`config.mk`:
```
export PLATFORM = sky130hd
export DESIGN_NAME = cursor_ctrl_flat
export DESIGN_NICKNAME = d
export VERILOG_FILES = /design/src/rtl/cursor_pkg.sv /design/src/rtl/cursor_ctrl_if.sv /design/src/rtl/key_repeat_timer.sv /design/src/rtl/cursor_ctrl.sv /design/src/flat_wrapper.sv
export SDC_FILE = /design/constraint.sdc
export NUM_CORES = 1
export LEC_CHECK = 0
export ABC_AREA = 1
export CELL_PAD_IN_SITES_DETAIL_PLACEMENT = 1
export CELL_PAD_IN_SITES_GLOBAL_PLACEMENT = 2
export CORE_UTILIZATION = 30
export DETAILED_ROUTE_END_ITERATION = 7
export PLACE_DENSITY = 0.77
export SLEW_MARGIN = 25
export SYNTH_ARGS = -nofsm -noshare
export SYNTH_HDL_FRONTEND = slang
export SYNTH_HIERARCHICAL = 1
export SYNTH_SLANG_ARGS = --single-unit
```
`constraint.sdc`:
```
create_clock -name clk -period 3.5 [get_ports clk]
set_input_delay 0.525 -clock clk [delete_from_list [all_inputs] [get_ports clk]]
set_output_delay 0.525 -clock clk [all_outputs]
set_load 0.05 [all_outputs]
```
`src/rtl/cursor_pkg.sv`:
```
// Shared scan codes, repeat-FSM states and move directions for the cursor controller.
package cursor_pkg;

    localparam logic [7:0] KEY_W     = 8'h1D;
    localparam logic [7:0] KEY_A     = 8'h1C;
    localparam logic [7:0] KEY_S     = 8'h1B;
    localparam logic [7:0] KEY_D     = 8'h23;
    localparam logic [7:0] KEY_SPACE = 8'h29;

    typedef enum logic [1:0] {
        IDLE,
        DELAY,
        REPEAT
    } repeat_state_t;

    typedef enum logic [2:0] {
        DIR_NONE,
        DIR_UP,
        DIR_LEFT,
        DIR_DOWN,
        DIR_RIGHT
    } dir_t;

    // Non-direction codes (including SPACE) map to DIR_NONE.
    function automatic dir_t decode_dir(input logic [7:0] code);
        case (code)
            KEY_W:   return DIR_UP;
            KEY_A:   return DIR_LEFT;
            KEY_S:   return DIR_DOWN;
            KEY_D:   return DIR_RIGHT;
            default: return DIR_NONE;
        endcase
    endfunction

endpackage

```
`src/rtl/cursor_ctrl_if.sv`:
```
// Keyboard input / cursor output bundle between hps_io, cursor_ctrl and pixel_selector.
interface cursor_ctrl_if;

    logic [10:0] ps2_key;
    logic        frame_start;
    logic [10:0] cursor_x;
    logic [3:0]  cursor_y;
    logic        cursor_clicked;

    modport master (
        output ps2_key,
        output frame_start,
        input  cursor_x,
        input  cursor_y,
        input  cursor_clicked
    );

    modport slave (
        input  ps2_key,
        input  frame_start,
        output cursor_x,
        output cursor_y,
        output cursor_clicked
    );

endinterface

```
`src/rtl/key_repeat_timer.sv`:
```
// Hold-to-repeat FSM: one move per press, then repeats after REPEAT_DELAY and every REPEAT_RATE.
module key_repeat_timer
    import cursor_pkg::*;
#(
    parameter int REPEAT_DELAY = 24_000_000,
    parameter int REPEAT_RATE  = 2_400_000
) (
    input  logic clk,
    input  logic reset,
    input  logic key_press,
    input  logic key_release,
    input  dir_t key_dir,
    output logic move_strobe,
    output dir_t held
);

    localparam int CW = (REPEAT_DELAY > 1) ? $clog2(REPEAT_DELAY) : 1;
    localparam logic [CW-1:0] DELAY_LOAD = CW'(REPEAT_DELAY - 1);
    localparam logic [CW-1:0] RATE_LOAD  = CW'(REPEAT_RATE - 1);

    repeat_state_t state;
    logic [CW-1:0] count;

    logic new_press;
    logic release_held;
    logic expired;

    // A re-press of the key already held (typematic) is not a new direction.
    always_comb begin
        new_press    = key_press && ((state == IDLE) || (key_dir != held));
        release_held = key_release && (state != IDLE) && (key_dir == held);
        expired      = (state != IDLE) && (count == '0) && !new_press && !release_held;
        move_strobe  = new_press || expired;
    end

    always_ff @(posedge clk) begin
        if (reset) begin
            state <= IDLE;
            count <= '0;
            held  <= DIR_NONE;
        end else if (new_press) begin
            state <= DELAY;
            count <= DELAY_LOAD;
            held  <= key_dir;
        end else if (release_held) begin
            state <= IDLE;
            count <= '0;
            held  <= DIR_NONE;
        end else if (state != IDLE) begin
            if (count == '0) begin
                state <= REPEAT;
                count <= RATE_LOAD;
            end else begin
                count <= count - 1'b1;
            end
        end
    end

endmodule

```
`src/rtl/cursor_ctrl.sv`:
```
// Keyboard cursor controller: decodes ps2_key events, moves a clamped shadow cursor and
// publishes it, plus a one-frame click pulse, only at frame boundaries.
module cursor_ctrl
    import cursor_pkg::*;
#(
    parameter int X_MIN        = 0,
    parameter int X_MAX        = 1279,
    parameter int Y_MAX        = 9,
    parameter int X_INIT       = 100,
    parameter int Y_INIT       = 0,
    parameter int REPEAT_DELAY = 24_000_000,
    parameter int REPEAT_RATE  = 2_400_000
) (
    input logic          clk,
    input logic          reset,
    cursor_ctrl_if.slave bus
);

    localparam logic signed [11:0] X_MIN_S = 12'(X_MIN);
    localparam logic signed [11:0] X_MAX_S = 12'(X_MAX);
    localparam logic signed [4:0]  Y_MAX_S = 5'(Y_MAX);

    logic        old_toggle;
    logic        key_valid;
    dir_t        key_dir;
    logic        dir_press;
    logic        dir_release;
    logic        space_press;
    logic        move_strobe;
    dir_t        held;
    dir_t        move_dir;

    logic [10:0] sx;
    logic [3:0]  sy;
    logic        click_pend;

    logic signed [11:0] x_step;
    logic signed [4:0]  y_step;
    logic signed [11:0] x_wide;
    logic signed [4:0]  y_wide;
    logic [10:0]        x_next;
    logic [3:0]         y_next;

    // Extended codes are dropped before any decoding.
    always_comb begin
        key_valid   = (bus.ps2_key[10] ^ old_toggle) && !bus.ps2_key[8];
        key_dir     = decode_dir(bus.ps2_key[7:0]);
        dir_press   = key_valid && bus.ps2_key[9] && (key_dir != DIR_NONE);
        dir_release = key_valid && !bus.ps2_key[9] && (key_dir != DIR_NONE);
        space_press = key_valid && bus.ps2_key[9] && (bus.ps2_key[7:0] == KEY_SPACE);
    end

    key_repeat_timer #(
        .REPEAT_DELAY (REPEAT_DELAY),
        .REPEAT_RATE  (REPEAT_RATE)
    ) u_timer (
        .clk         (clk),
        .reset       (reset),
        .key_press   (dir_press),
        .key_release (dir_release),
        .key_dir     (key_dir),
        .move_strobe (move_strobe),
        .held        (held)
    );

    // A press moves in the freshly pressed direction; an expiry repeats the held one.
    always_comb begin
        move_dir = dir_press ? key_dir : held;
        x_step   = '0;
        y_step   = '0;
        if (move_strobe) begin
            case (move_dir)
                DIR_UP:    y_step = -5'sd1;
                DIR_DOWN:  y_step = 5'sd1;
                DIR_LEFT:  x_step = -12'sd1;
                DIR_RIGHT: x_step = 12'sd1;
                default: ;
            endcase
        end

        x_wide = $signed({1'b0, sx}) + x_step;
        y_wide = $signed({1'b0, sy}) + y_step;

        if (x_wide < X_MIN_S)
            x_next = X_MIN_S[10:0];
        else if (x_wide > X_MAX_S)
            x_next = X_MAX_S[10:0];
        else
            x_next = x_wide[10:0];

        if (y_wide < 5'sd0)
            y_next = '0;
        else if (y_wide > Y_MAX_S)
            y_next = Y_MAX_S[3:0];
        else
            y_next = y_wide[3:0];
    end

    // Outputs sample the shadow state before this cycle's move, so a same-cycle
    // event shows up one frame later.
    always_ff @(posedge clk) begin
        if (reset) begin
            old_toggle         <= bus.ps2_key[10];
            sx                 <= 11'(X_INIT);
            sy                 <= 4'(Y_INIT);
            click_pend         <= 1'b0;
            bus.cursor_x       <= 11'(X_INIT);
            bus.cursor_y       <= 4'(Y_INIT);
            bus.cursor_clicked <= 1'b0;
        end else begin
            old_toggle <= bus.ps2_key[10];
            sx         <= x_next;
            sy         <= y_next;
            if (bus.frame_start) begin
                bus.cursor_x       <= sx;
                bus.cursor_y       <= sy;
                bus.cursor_clicked <= click_pend;
                click_pend         <= space_press;
            end else if (space_press) begin
                click_pend <= 1'b1;
            end
        end
    end

endmodule
```
`src/flat_wrapper.sv`:
```
// flat-port wrapper written by rule: the top's interface ports become plain ports
module cursor_ctrl_flat import cursor_pkg::*;
#(
    parameter int X_MIN        = 0,
    parameter int X_MAX        = 1279,
    parameter int Y_MAX        = 9,
    parameter int X_INIT       = 100,
    parameter int Y_INIT       = 0,
    parameter int REPEAT_DELAY = 24_000_000,
    parameter int REPEAT_RATE  = 2_400_000
)
  (clk, reset, bus_ps2_key, bus_frame_start, bus_cursor_x, bus_cursor_y, bus_cursor_clicked);
  cursor_ctrl_if bus_i ();
  input logic clk;
  input logic reset;
  input wire logic [$bits(bus_i.ps2_key)-1:0] bus_ps2_key;
  input wire logic [$bits(bus_i.frame_start)-1:0] bus_frame_start;
  output wire logic [$bits(bus_i.cursor_x)-1:0] bus_cursor_x;
  output wire logic [$bits(bus_i.cursor_y)-1:0] bus_cursor_y;
  output wire logic [$bits(bus_i.cursor_clicked)-1:0] bus_cursor_clicked;
  assign bus_i.ps2_key = bus_ps2_key;
  assign bus_i.frame_start = bus_frame_start;
  assign bus_cursor_x = bus_i.cursor_x;
  assign bus_cursor_y = bus_i.cursor_y;
  assign bus_cursor_clicked = bus_i.cursor_clicked;
  cursor_ctrl #(.X_MIN(X_MIN), .X_MAX(X_MAX), .Y_MAX(Y_MAX), .X_INIT(X_INIT), .Y_INIT(Y_INIT), .REPEAT_DELAY(REPEAT_DELAY), .REPEAT_RATE(REPEAT_RATE)) u_core (.clk(clk), .reset(reset), .bus(bus_i));
endmodule
```
==> metrics.log <==
INFO  metric tightestPinTransition = 0.807 ns
INFO  metric layout_min_cycle_time = 3.33 ns
INFO  metric synth.top_cell.area_share = 0.303
INFO  metric ant_nets = 0
INFO  metric cts_max_level = 3
INFO  metric netSwitchingPower = 0.000732 W
INFO  metric cts_buffers = 9
INFO  metric core_area = 13400 µm²
INFO  metric layout.cells.non_filler = 894
INFO  metric diodes = 0
INFO  metric yosys_most_used_dff = dfxtp_1
INFO  metric max-slew-margin-rel = 0.462
INFO  metric avgRoutedWirePerCell = 15.2 µm
INFO  metric synth-seq-area-share = 0.303
INFO  metric detailedPlacementHpwl = 10.1 mm
INFO  metric rows = 42
INFO  metric status = finished, final reports clean
INFO  metric global_route.overflow_total = 0
INFO  metric die_area = 14400 µm²
INFO  metric place.detailed.instances = 866
INFO  metric timing.reg2reg.worst_path_depth = 25
INFO  metric cp_max_fo = 6
INFO  metric hold_slack = 0.471 ns
INFO  metric cts.root.buffer_cell = clkbuf_16
INFO  metric port-buffer-count = 29
INFO  metric drv_cap = 0
INFO  metric num_vias = 4383
INFO  metric vdd_drop_max = 0.221 mV
INFO  metric synth_area = 4160 µm²
INFO  metric min_period_over_period = 0.952
INFO  metric final-hold-violation-count = 0
INFO  metric swShare = 0.328
INFO  metric maxClockFrequency = 300 MHz
INFO  metric number_of_enable_type_register_cells_in_the_synthesized_netlist = 0
INFO  metric share_of_power_burned_in_registers = 0.341
INFO  metric antenna_found_initial = 0
INFO  metric synth_fp_nets = 655
INFO  metric tritoncts = yes
INFO  metric route.detailed.drc = 0
INFO  metric design.portCount = 30
INFO  metric ys.warnings.count = 6
INFO  metric maxSlewViolCount = 0
INFO  metric all_layer_global_routing_usage = 0.201
INFO  metric critPathCaptureType = flop
INFO  metric design_area = 5800 µm²
INFO  metric cp_data_arrival_time = 3.53 ns
INFO  metric area_growth = 39.3%
INFO  metric cts.sink_count = 63
INFO  metric clkTransAtPathRegs = 0.06 ns
INFO  metric dieWidth = 120 µm
INFO  metric synth.avg_cell_area = 6.69 µm²
INFO  metric setup_violation_total_in_the_final_timing_report = 0
INFO  metric ys_types = 44
INFO  metric critical_path_required = 3.70 ns
INFO  metric firstDrtPassIters = 6
INFO  metric pre_cts_ws = -0.743 ns
INFO  metric postLayoutCoreUtil = 0.433
INFO  metric hold_critical_path_depth = 2
INFO  metric power.share.combinational = 0.251
INFO  metric grt_setup_unrepaired = yes
INFO  metric cts_buffer_depth = 2
INFO  metric clockPowerShare = 0.408
INFO  metric postPlaceCellArea = 5170 µm²
INFO  metric synth-seq-cells = 63
INFO  metric die_h = 120 µm
INFO  metric async_flop_share = 0
INFO  metric place_congestion = 0.822
INFO  metric worstHoldPathType = input pin to flop
INFO  metric n_fill_cell = 1693
INFO  metric routed_wirelength = 13.6 mm
INFO  metric crit_type = input pin to flop
INFO  metric layout-drive-gt1-share = 0.297
INFO  metric layout.nets = 746
INFO  metric pin_count_of_the_biggest_net_entering_global_routing = 24
INFO  metric power-per-cell-area = 385 nW/µm²
INFO  metric initialDrtViolationCount = 113
INFO  metric first_global_vias = 4537
INFO  metric grt_pass1_wl = 22.5 mm
INFO  metric cell_taking_the_most_area_after_synthesis = dfxtp_1
INFO  metric fin_ws = 0.169 ns
INFO  metric route.detailed.vias_per_inst = 4.90
INFO  metric post_cts_hold_buffer_count = 0
INFO  metric cellLeakagePower = 2.71 nW
INFO  metric synthesized_instance_count = 622
INFO  metric synth_area_leaders = dfxtp_1 (30%), nand2_1 (13%), nor2_1 (9.5%)
INFO  metric initial_utilization = 0.311
INFO  metric timing.critical_path.from_type = input pin
INFO  metric cell_internal_pwr = 0.00150 W
INFO  metric fin_worst_skew = 0.00852 ns
INFO  metric clock_insertion_delay_worst_skew = 0.34 ns
-- cells in the final DEF (no fill, tap or decap), types with 2 or more instances in the layout --
| cell | n |
|---|---|
| nand3_2 | 6 |
| nor3_1 | 2 |
| clkdlybuf4s50_1 | 19 |
| nand3_1 | 33 |
| o21ai_2 | 2 |
| dfxtp_1 | 62 |
| clkbuf_2 | 3 |
| nand2_1 | 120 |
| o21ai_1 | 4 |
| a21oi_4 | 4 |
| inv_1 | 59 |
| a21oi_2 | 3 |
| clkbuf_1 | 2 |
| o211ai_1 | 4 |
| a21oi_1 | 25 |
| o22ai_1 | 3 |
| nand4_1 | 13 |
| a21o_1 | 2 |
| dlymetal6s2s_1 | 2 |
| clkinv_2 | 3 |
| buf_6 | 4 |
| clkbuf_16 | 9 |
| nor2_4 | 18 |
| nor3_2 | 3 |
| xnor2_1 | 6 |
| o21ai_0 | 27 |
| nand3b_1 | 2 |
| o31ai_1 | 2 |
| inv_2 | 14 |
| buf_4 | 60 |
| nand2_4 | 8 |
| nand3_4 | 4 |
| nor2_2 | 15 |
| nand2_2 | 33 |
| ha_1 | 7 |
| xor2_1 | 10 |
| nor2_1 | 88 |
| ha_4 | 9 |
| a31oi_1 | 6 |
-- worst paths after layout --
kind	from	endpoint	slack, ns
max	bus_ps2_key[4]	u_core/sx[6]$_SDFF_PP1_	0.17
min reg2reg	u_core/click_pend$_SDFFE_PP0P_	u_core/click_pend$_SDFFE_PP0P_	0.47
max reg2reg	u_core/u_timer/count[18]$_SDFFE_PP0P_	u_core/sx[6]$_SDFF_PP1_	0.19
min	bus_ps2_key[10]	u_core/old_toggle$_DFF_P_	0.47
-- metal layers --
layer / vias up / global-route usage / share of wire
met3: 12 / 0.0314 / 0.025
li1: 2195 / - / -
met5: - / 0 / 0
met1: 2127 / 0.255 / 0.46
met2: 49 / 0.347 / 0.50
met4: 0 / 0.0633 / 0.014
-- worst max-delay path, cell delays in order --
cell	delay, ns
buf_6	0.09
buf_6	0.11
nor2_4	0.07
nand2_2	0.08
nor2_4	0.13
nor2_2	0.04
nand2_2	0.05
nor3b_2	0.14
inv_1	0.06
nor2_2	0.12
nand4_4	0.09
nand2_2	0.07
nand2_2	0.06
nand3_2	0.08
inv_2	0.05
nand2_4	0.07
clkinvlp_4	0.15
buf_12	0.19
fa_2	0.37
nand2_1	0.10
nand2_2	0.08
buf_4	0.15
nand2_1	0.07
o21ai_0	0.12
xor2_1	0.18
o211ai_1	0.21
nand2_1	0.07
-- kinds of logic (layout without fill, tap and decap cells) --
group                      after synthesis  after routing  synth area share
xor gates and xnor gates                16             16            0.0337
AOI/OAI and AO/OA                       86             86             0.116
buffers and inverters                   86            182            0.0808
DFF                                     63             63             0.303
adders and majority gates               19             19            0.0607
and+or+nand+nor                        352            352             0.406
-- state kept, by name, indices dropped and copies added (netlist names) --
name / cells
u_core/u_timer/count: 25
u_core/bus.cursor_x: 11
u_core/sx: 11
u_core/bus.cursor_y: 4
u_core/sy: 4
u_core/u_timer/held: 3
u_core/u_timer/state: 2
u_core/bus.cursor_clicked: 1
u_core/click_pend: 1
u_core/old_toggle: 1
-- per-stage QoR --
step	TNS (ns)	total power [W]
after detailed placement	-8.49	0.00133
after floorplan	-1.24	0.00116
final	0	0.00223
after global routing	-0.424	0.00236
after CTS	0	0.00225
after global placement	-6.27	0.00131
-- cell usage after synthesis (4+ instances only) --
master,n
inv_1,69
ha_1,17
xnor2_1,6
xor2_1,10
o21ai_0,31
a21oi_1,30
nor2_4,9
dfxtp_1,63
nand2_4,4
nand4_1,13
inv_2,6
nor2_2,7
nand2_2,14
o211ai_1,4
clkbuf_1,6
a31oi_1,7
nor2_1,105
nand3_1,38
nand2_1,143
-- power by group through the flow --
stage	Sequential [W]	Combinational [W]	Clock (W)
4_1_cts	0.000762	0.000553	0.000940
3_3_place_gp	0.000776	0.000539	0
5_1_grt	0.000765	0.000622	0.000976
2_1_floorplan	0.000803	0.000355	0
3_5_place_dp	0.000777	0.000551	0
6_report	0.000762	0.000559	0.000911
-- layout make-up --
cell class | instances | area (µm²) | share of cell area
Clock inverter | 4 | 45.0 | 0.00776
Sequential cell | 63 | 1260 | 0.218
Tap cell | 176 | 220 | 0.0380
Clock buffer | 12 | 246 | 0.0425
Inverter | 76 | 297 | 0.0511
Multi-Input combinational cell | 473 | 2960 | 0.510
Timing Repair Buffer | 90 | 773 | 0.133
-- timing repair --
action / CTS / global route
setup buffers: 7 / 4
pin swaps: 29 / 37
resized for setup: 48 / 65
setup endpoints to repair: 15 / 11
gates cloned: 1 / 0
No activity file was read; power rests on OpenSTA's default activity.
